### config.mk
export PLATFORM = sky130hd
export DESIGN_NAME = fp_minmax_clamp
export DESIGN_NICKNAME = d
export VERILOG_FILES = /design/src/rtl/fp_minmax_clamp.sv
export SDC_FILE = /design/constraint.sdc
export NUM_CORES = 1
export LEC_CHECK = 0
export BUFFER_PORTS_ARGS = -buffer_cell sky130_fd_sc_hd__buf_2
export CORE_ASPECT_RATIO = 0.6
export CORE_UTILIZATION = 55
export DETAILED_ROUTE_END_ITERATION = 10
export PLACE_DENSITY = 0.81
export SYNTH_ARGS = -nofsm -noshare
export SYNTH_HDL_FRONTEND = slang
export SYNTH_SLANG_ARGS = --single-unit
### constraint.sdc
create_clock -name clock -period 6.31 [get_ports clock]
set_input_delay 0.3155 -clock clock [delete_from_list [all_inputs] [get_ports clock]]
set_output_delay 0.3155 -clock clock [all_outputs]
set_load 0.01 [all_outputs]
### src/rtl/fp_minmax_clamp.sv
// ============================================================================
// fp_minmax_clamp : pipelined min/max/clamp unit, IEEE-754 or signed ordering
// Revision 1.0
// ============================================================================
`default_nettype none

module fp_minmax_clamp #(
  parameter int DATA_WIDTH     = 32,
  parameter int REG_ADDR_WIDTH = 4,
  parameter int DEST_WIDTH     = 4,
  parameter int SELECTION_DEST = 6,
  parameter int PIPELINE_DEPTH = 5,
  parameter bit FP_MODE        = 1'b1
) (
  input  logic                      clock,
  input  logic                      reset,
  input  logic [DATA_WIDTH-1:0]     operand_a_i,
  input  logic [DATA_WIDTH-1:0]     operand_b_i,
  input  logic [DATA_WIDTH-1:0]     operand_c_i,
  input  logic [1:0]                operation_data_i,
  input  logic [DEST_WIDTH-1:0]     operation_dest_i,
  input  logic [REG_ADDR_WIDTH-1:0] operation_user_i,
  input  logic                      operation_valid_i,
  output logic                      operation_ready_o,
  output logic [DATA_WIDTH-1:0]     result_data_o,
  output logic [REG_ADDR_WIDTH-1:0] result_user_o,
  output logic [DEST_WIDTH-1:0]     result_dest_o,
  output logic                      result_valid_o,
  input  logic                      result_ready_i,
  output logic                      clamp_hit_o
);

  localparam int N_STAGES  = PIPELINE_DEPTH - 2;
  localparam int EXP_WIDTH = (DATA_WIDTH == 64) ? 11 : (DATA_WIDTH == 16) ? 5 : 8;
  localparam int MAN_WIDTH = DATA_WIDTH - 1 - EXP_WIDTH;
  localparam logic [DATA_WIDTH-1:0] SIGN_MASK = {1'b1, {(DATA_WIDTH-1){1'b0}}};
  localparam logic [DATA_WIDTH-1:0] MAX_POS   = ~SIGN_MASK;
  localparam logic [1:0] MODE_MIN = 2'd0;
  localparam logic [1:0] MODE_ABS = 2'd3;

  // Unsigned-comparable key: FP total order, or signed order via sign flip.
  function automatic logic [DATA_WIDTH-1:0] order_key(input logic [DATA_WIDTH-1:0] v);
    if (FP_MODE && v[DATA_WIDTH-1]) return ~v;
    return v ^ SIGN_MASK;
  endfunction

  function automatic logic is_nan(input logic [DATA_WIDTH-1:0] v);
    return FP_MODE && (&v[DATA_WIDTH-2 -: EXP_WIDTH]) && (|v[MAN_WIDTH-1:0]);
  endfunction

  logic unused_ready;
  assign unused_ready      = result_ready_i;
  assign operation_ready_o = 1'b1;
  assign result_dest_o     = '0;

  logic                  accept;
  logic [DATA_WIDTH-1:0] mag_d, neg_mag_d, lo_d, hi_d;

  assign accept = operation_valid_i && (operation_dest_i == DEST_WIDTH'(SELECTION_DEST));

  // Abs-clamp rewrites the bounds to [-|b|, |b|] so stage 2 sees one clamp form.
  always_comb begin
    mag_d = operand_b_i & MAX_POS;
    if (!FP_MODE) begin
      if (operand_b_i == SIGN_MASK)      mag_d = MAX_POS;
      else if (operand_b_i[DATA_WIDTH-1]) mag_d = -operand_b_i;
      else                               mag_d = operand_b_i;
    end
    neg_mag_d = FP_MODE ? (mag_d | SIGN_MASK) : -mag_d;
    lo_d      = (operation_data_i == MODE_ABS) ? neg_mag_d : operand_b_i;
    hi_d      = (operation_data_i == MODE_ABS) ? mag_d     : operand_c_i;
  end

  logic                      s1_valid_q, s1_nan_a_q, s1_nan_lo_q;
  logic [1:0]                s1_mode_q;
  logic [REG_ADDR_WIDTH-1:0] s1_user_q;
  logic [DATA_WIDTH-1:0]     s1_a_q, s1_lo_q, s1_hi_q;
  logic [DATA_WIDTH-1:0]     s1_ka_q, s1_klo_q, s1_khi_q;

  always_ff @(posedge clock) begin
    if (!reset) begin
      s1_valid_q  <= 1'b0;
      s1_nan_a_q  <= 1'b0;
      s1_nan_lo_q <= 1'b0;
      s1_mode_q   <= '0;
      s1_user_q   <= '0;
      s1_a_q      <= '0;
      s1_lo_q     <= '0;
      s1_hi_q     <= '0;
      s1_ka_q     <= '0;
      s1_klo_q    <= '0;
      s1_khi_q    <= '0;
    end else begin
      s1_valid_q  <= accept;
      s1_nan_a_q  <= is_nan(operand_a_i);
      s1_nan_lo_q <= is_nan(lo_d);
      s1_mode_q   <= operation_data_i;
      s1_user_q   <= operation_user_i;
      s1_a_q      <= operand_a_i;
      s1_lo_q     <= lo_d;
      s1_hi_q     <= hi_d;
      s1_ka_q     <= order_key(operand_a_i);
      s1_klo_q    <= order_key(lo_d);
      s1_khi_q    <= order_key(hi_d);
    end
  end

  logic                  lo_wins, s2_hit_d;
  logic [DATA_WIDTH-1:0] sel, ksel, s2_data_d;

  always_comb begin
    lo_wins   = (s1_mode_q == MODE_MIN) ? (s1_klo_q < s1_ka_q) : (s1_klo_q > s1_ka_q);
    sel       = lo_wins ? s1_lo_q  : s1_a_q;
    ksel      = lo_wins ? s1_klo_q : s1_ka_q;
    s2_data_d = sel;
    s2_hit_d  = 1'b0;
    if (s1_mode_q[1]) begin
      s2_data_d = (s1_khi_q < ksel) ? s1_hi_q : sel;
      s2_hit_d  = (s2_data_d != s1_a_q);
      if (s1_nan_a_q) begin
        s2_data_d = s1_lo_q;
        s2_hit_d  = 1'b1;
      end
    end else if (s1_nan_a_q || s1_nan_lo_q) begin
      s2_data_d = (s1_nan_a_q && !s1_nan_lo_q) ? s1_lo_q : s1_a_q;
    end
  end

  logic                      s2_valid_q, s2_hit_q;
  logic [DATA_WIDTH-1:0]     s2_data_q;
  logic [REG_ADDR_WIDTH-1:0] s2_user_q;

  always_ff @(posedge clock) begin
    if (!reset) begin
      s2_valid_q <= 1'b0;
      s2_hit_q   <= 1'b0;
      s2_data_q  <= '0;
      s2_user_q  <= '0;
    end else begin
      s2_valid_q <= s1_valid_q;
      s2_hit_q   <= s1_valid_q & s2_hit_d;
      if (s1_valid_q) begin
        s2_data_q <= s2_data_d;
        s2_user_q <= s1_user_q;
      end
    end
  end

  generate
    if (N_STAGES == 0) begin : g_no_delay
      assign result_valid_o = s2_valid_q;
      assign result_data_o  = s2_data_q;
      assign result_user_o  = s2_user_q;
      assign clamp_hit_o    = s2_hit_q;
    end else begin : g_delay
      logic [N_STAGES-1:0]       valid_q, hit_q;
      logic [DATA_WIDTH-1:0]     data_q [N_STAGES];
      logic [REG_ADDR_WIDTH-1:0] user_q [N_STAGES];

      // Data/user only advance with a valid beat so the output holds between results.
      always_ff @(posedge clock) begin
        if (!reset) begin
          valid_q <= '0;
          hit_q   <= '0;
          for (int i = 0; i < N_STAGES; i++) begin
            data_q[i] <= '0;
            user_q[i] <= '0;
          end
        end else begin
          valid_q[0] <= s2_valid_q;
          hit_q[0]   <= s2_hit_q;
          if (s2_valid_q) begin
            data_q[0] <= s2_data_q;
            user_q[0] <= s2_user_q;
          end
          for (int i = 1; i < N_STAGES; i++) begin
            valid_q[i] <= valid_q[i-1];
            hit_q[i]   <= hit_q[i-1];
            if (valid_q[i-1]) begin
              data_q[i] <= data_q[i-1];
              user_q[i] <= user_q[i-1];
            end
          end
        end
      end

      assign result_valid_o = valid_q[N_STAGES-1];
      assign result_data_o  = data_q[N_STAGES-1];
      assign result_user_o  = user_q[N_STAGES-1];
      assign clamp_hit_o    = hit_q[N_STAGES-1];
    end
  endgenerate

endmodule

`default_nettype wire

==> summary.txt <==
Outcome: complete, no violations
CP max stage delay: 0.57 ns
Gr ovfl total: 0
DRT Wirelength: 47,400 um
Reg area: 8150 um2
Slew Viols, Final: 0
Clk pin slew, worst setup/hold paths: 0.06 ns
Area of the mapped netlist: 16,800 um2
Clock tree root buffer cell: clkbuf_16
Top-area cell type share of the netlist area: 29.2%
DRC violations left: 0
Starting Density: 56.0%
Post-Layout Inst Area: 19,100 um2
Worst path buffer plus inverter count: 4
Fin Setup TNS: 0 ns
# rows: 49
Reg-to-reg slack, setup: 0.17 ns
CTS tree: done
First-pass GRT wire length: 70,000 um
Area Overhead vs Synth: 13.8%
Avg WL per Cell: 21.4 um
Via count: 12,500
Peak VDD IR: 0.000196 V
Top delay family on crit path: compound AO/OA/AOI/OAI gates
FFs w/ async S/R, synth: 0%
Sequential share of the synthesized area: 48.5%
Largest net degree at the start of global routing: 95
Clock skew: 0.0158 ns
Hold Crit Depth: 2
Final HPWL DP: 35,000 um
Clk network pwr share: 38.5%
EDFF count, synth: 108
Final worst slack: 0.174 ns
WHS Endpoint: s1_mode_q[1]
GP Congestion: 0.976
HP Class: input pin to flop
Clock buffer depth: 3
Total track usage: 30.5%
Post-layout min period: 6.14 ns
Routed Antenna Nets: 0
Initial DRC Count: 1,203
Place WS: 0.126 ns
Worst R2R Path Depth: 24
# IOs: 153
Post-synth cell types: 63
Area contributors post-synth: dfxtp_1, edfxtp_1, and2_1, ha_1, nor2b_1
Final hold vios: 0
Comb pwr share: 18.0%
Crit-path slowest cell: or4_4
Fraction of layout cells with a size suffix above 1: 15.0%
Fillers: 2,416
NumNets Final: 1,953
Nature of the critical path endpoint: flop
1st-pass router iterations: 6
Post-route insts no fill: 2,215
Vias in the first global route: 11,700
Die width: 228 um
Leading area contributor after synthesis: dfxtp_1
Multi-input logic area: 7770 um2
Register share of total power: 43.6%
MaxCap Viol Count: 0
Critical Path, Cell by Cell: inv_1 -> ha_1 -> a21oi_1 -> nand3_1 -> a221oi_1 -> o211ai_1 -> or4_4 -> nand2_2 -> buf_12 -> buf_4 -> mux2i_1 -> ha_1 -> a21o_1 -> a211oi_1 -> o21ai_0 -> a311o_1 -> nor3_2 -> nand4_1 -> nand3_4 -> buf_4 -> or3_1 -> a21oi_1 -> o221ai_1 -> a21boi_0
Actual slew at the worst max-slew pin: 1.13 ns
Post-Syn Instances: 1,679
H-tree levels: 2
Vert. Die Dim: 137 um
CP Max Fanout: 13
Core area: 30,000 um2
I/O Buffers: 146
Reg-to-Reg End: s2_data_q[4]
Clk_lat worst skew: 0.53 ns
Placed cell area: 17,800 um2
Hold slack: 0.0336 ns
Num CTS Buffers: 34
Max Clk Rate: 0.163 GHz
Initial antenna violation count: 1
Die area: 31,300 um2
Final setup viols: 0
Synth Area per Inst: 10.0 um2
Power Dens Cells: 305 nW/um2
Critical path class: flop to flop
Psw: 1.59 mW
Post-synth top flop: dfxtp_1
Hold Crit Start: operation_data_i[1]
Reg-to-reg startpoint: s1_ka_q[23]
Req. time, crit path: 6.70 ns
Crit share post-route: 97.2%
Pint: 4.24 mW
DR vias/cell: 5.64
Yosys warns: 0
Crit path DAT: 6.52 ns
Max-slew headroom: 24.4%
Worst Setup Start Kind: flop
DP Cell Count: 2,145
CTS sink count: 353
Net Sw Frac: 27.2%
Leak: 7.75 nW
Synthesized flop and latch total: 353
==> registers in the layout, indices dropped and copies added (netlist names), 3 cells and up <==
signal           flops
s1_klo_q            32
s2_data_q           32
s2_user_q            4
g_delay.valid_q      3
g_delay.data_q      96
s1_lo_q             32
s1_khi_q            32
g_delay.hit_q        3
s1_user_q            4
s1_ka_q             32
g_delay.user_q      12
s1_hi_q             32
s1_a_q              32
==> cell families after synthesis <==
family | synth area share, %
buffers and inverters | 5.76
adders and majority gates | 4.70
other | 0.0447
AOI/OAI and AO/OA | 11.9
DFF | 48.5
and+or+nand+nor | 18.5
xor gates and xnor gates | 6.05
muxes | 4.49
==> worst max path at each step <==
stage,start,to,slack [ns],cells after the start
after floorplan,s1_ka_q[14],s2_data_q[2],0.50,24
after global placement,s1_ka_q[23],s2_hit_q,0.24,23
after detailed placement,s1_ka_q[23],s2_hit_q,0.13,23
after CTS,s1_ka_q[23],s2_data_q[29],0.10,24
after global routing,s1_ka_q[23],s2_data_q[27],-0.05,25
final,s1_ka_q[23],s2_data_q[4],0.17,24
==> per-stage QoR <==
step / util, % / power, mW
global route: 63.7 / 6.03
finish: 63.7 / 5.82
global placement: 59.2 / 3.55
detailed placement: 59.2 / 3.57
floorplan: - / 3.21
CTS: 63.5 / 5.80
==> area by class of cell <==
class | instances | share of cell area (%)
multi-input cells | 1124 | 40.7
flip-flops and latches | 353 | 42.6
repair buffers | 196 | 6.13
inverters | 71 | 1.39
clock inverters | 17 | 1.17
clock buffers | 45 | 5.32
diodes | 1 | 0.0131
well taps | 408 | 2.67
==> what timing repair did <==
action | CTS | global route
hold buffers | 5 | 0
buffers inserted | 0 | 1
resized for setup | 0 | 11
endpoints found under the hold margin | 5 | 0
endpoints found under the setup margin | 0 | 32
==> layer usage <==
metal / vias to the layer above / part of all wire (%) / track usage [%]
met4: 0 / 2.0 / 7.57
met2: 539 / 39 / 41.8
met5: - / 0 / 0
met3: 70 / 9.2 / 7.00
li1: 5911 / - / -
met1: 5964 / 50 / 47.4
==> placed cells by master (no fill, tap or decap), types with 8 or more instances in the layout <==
cell type / count
nor2b_1: 119
o22ai_1: 14
buf_2: 145
buf_4: 42
mux2i_1: 71
xnor2_1: 36
nand2b_1: 32
a221oi_1: 8
o211ai_1: 25
a21oi_1: 38
a21boi_0: 84
o21ai_0: 67
nor2_1: 25
clkbuf_16: 37
and2_1: 141
edfxtp_1: 108
nand4_1: 18
nor3_1: 17
xor2_1: 80
nor4_1: 21
clkinv_2: 8
dfxtp_1: 245
inv_1: 71
nand3_1: 24
nand2_1: 145
ha_1: 63
==> power groups by stage <==
| stage | sequential [mW] | clock (mW) | combinational [mW] |
|---|---|---|---|
| 2_1_floorplan | 2.54 | 0 | 0.666 |
| 3_3_place_gp | 2.58 | 0 | 0.970 |
| 3_5_place_dp | 2.58 | 0 | 0.992 |
| 4_1_cts | 2.53 | 2.27 | 1.00 |
| 5_1_grt | 2.54 | 2.35 | 1.13 |
| 6_report | 2.54 | 2.24 | 1.05 |
==> cells in the mapped netlist (63+ instances only) <==
cell type,instances
nand2_1,147
inv_1,71
a21boi_0,85
ha_1,63
clkbuf_1,74
dfxtp_1,245
xor2_1,80
and2_1,141
mux2i_1,72
o21ai_0,67
nor2b_1,119
edfxtp_1,108
Power figures use the tool's default switching activity.
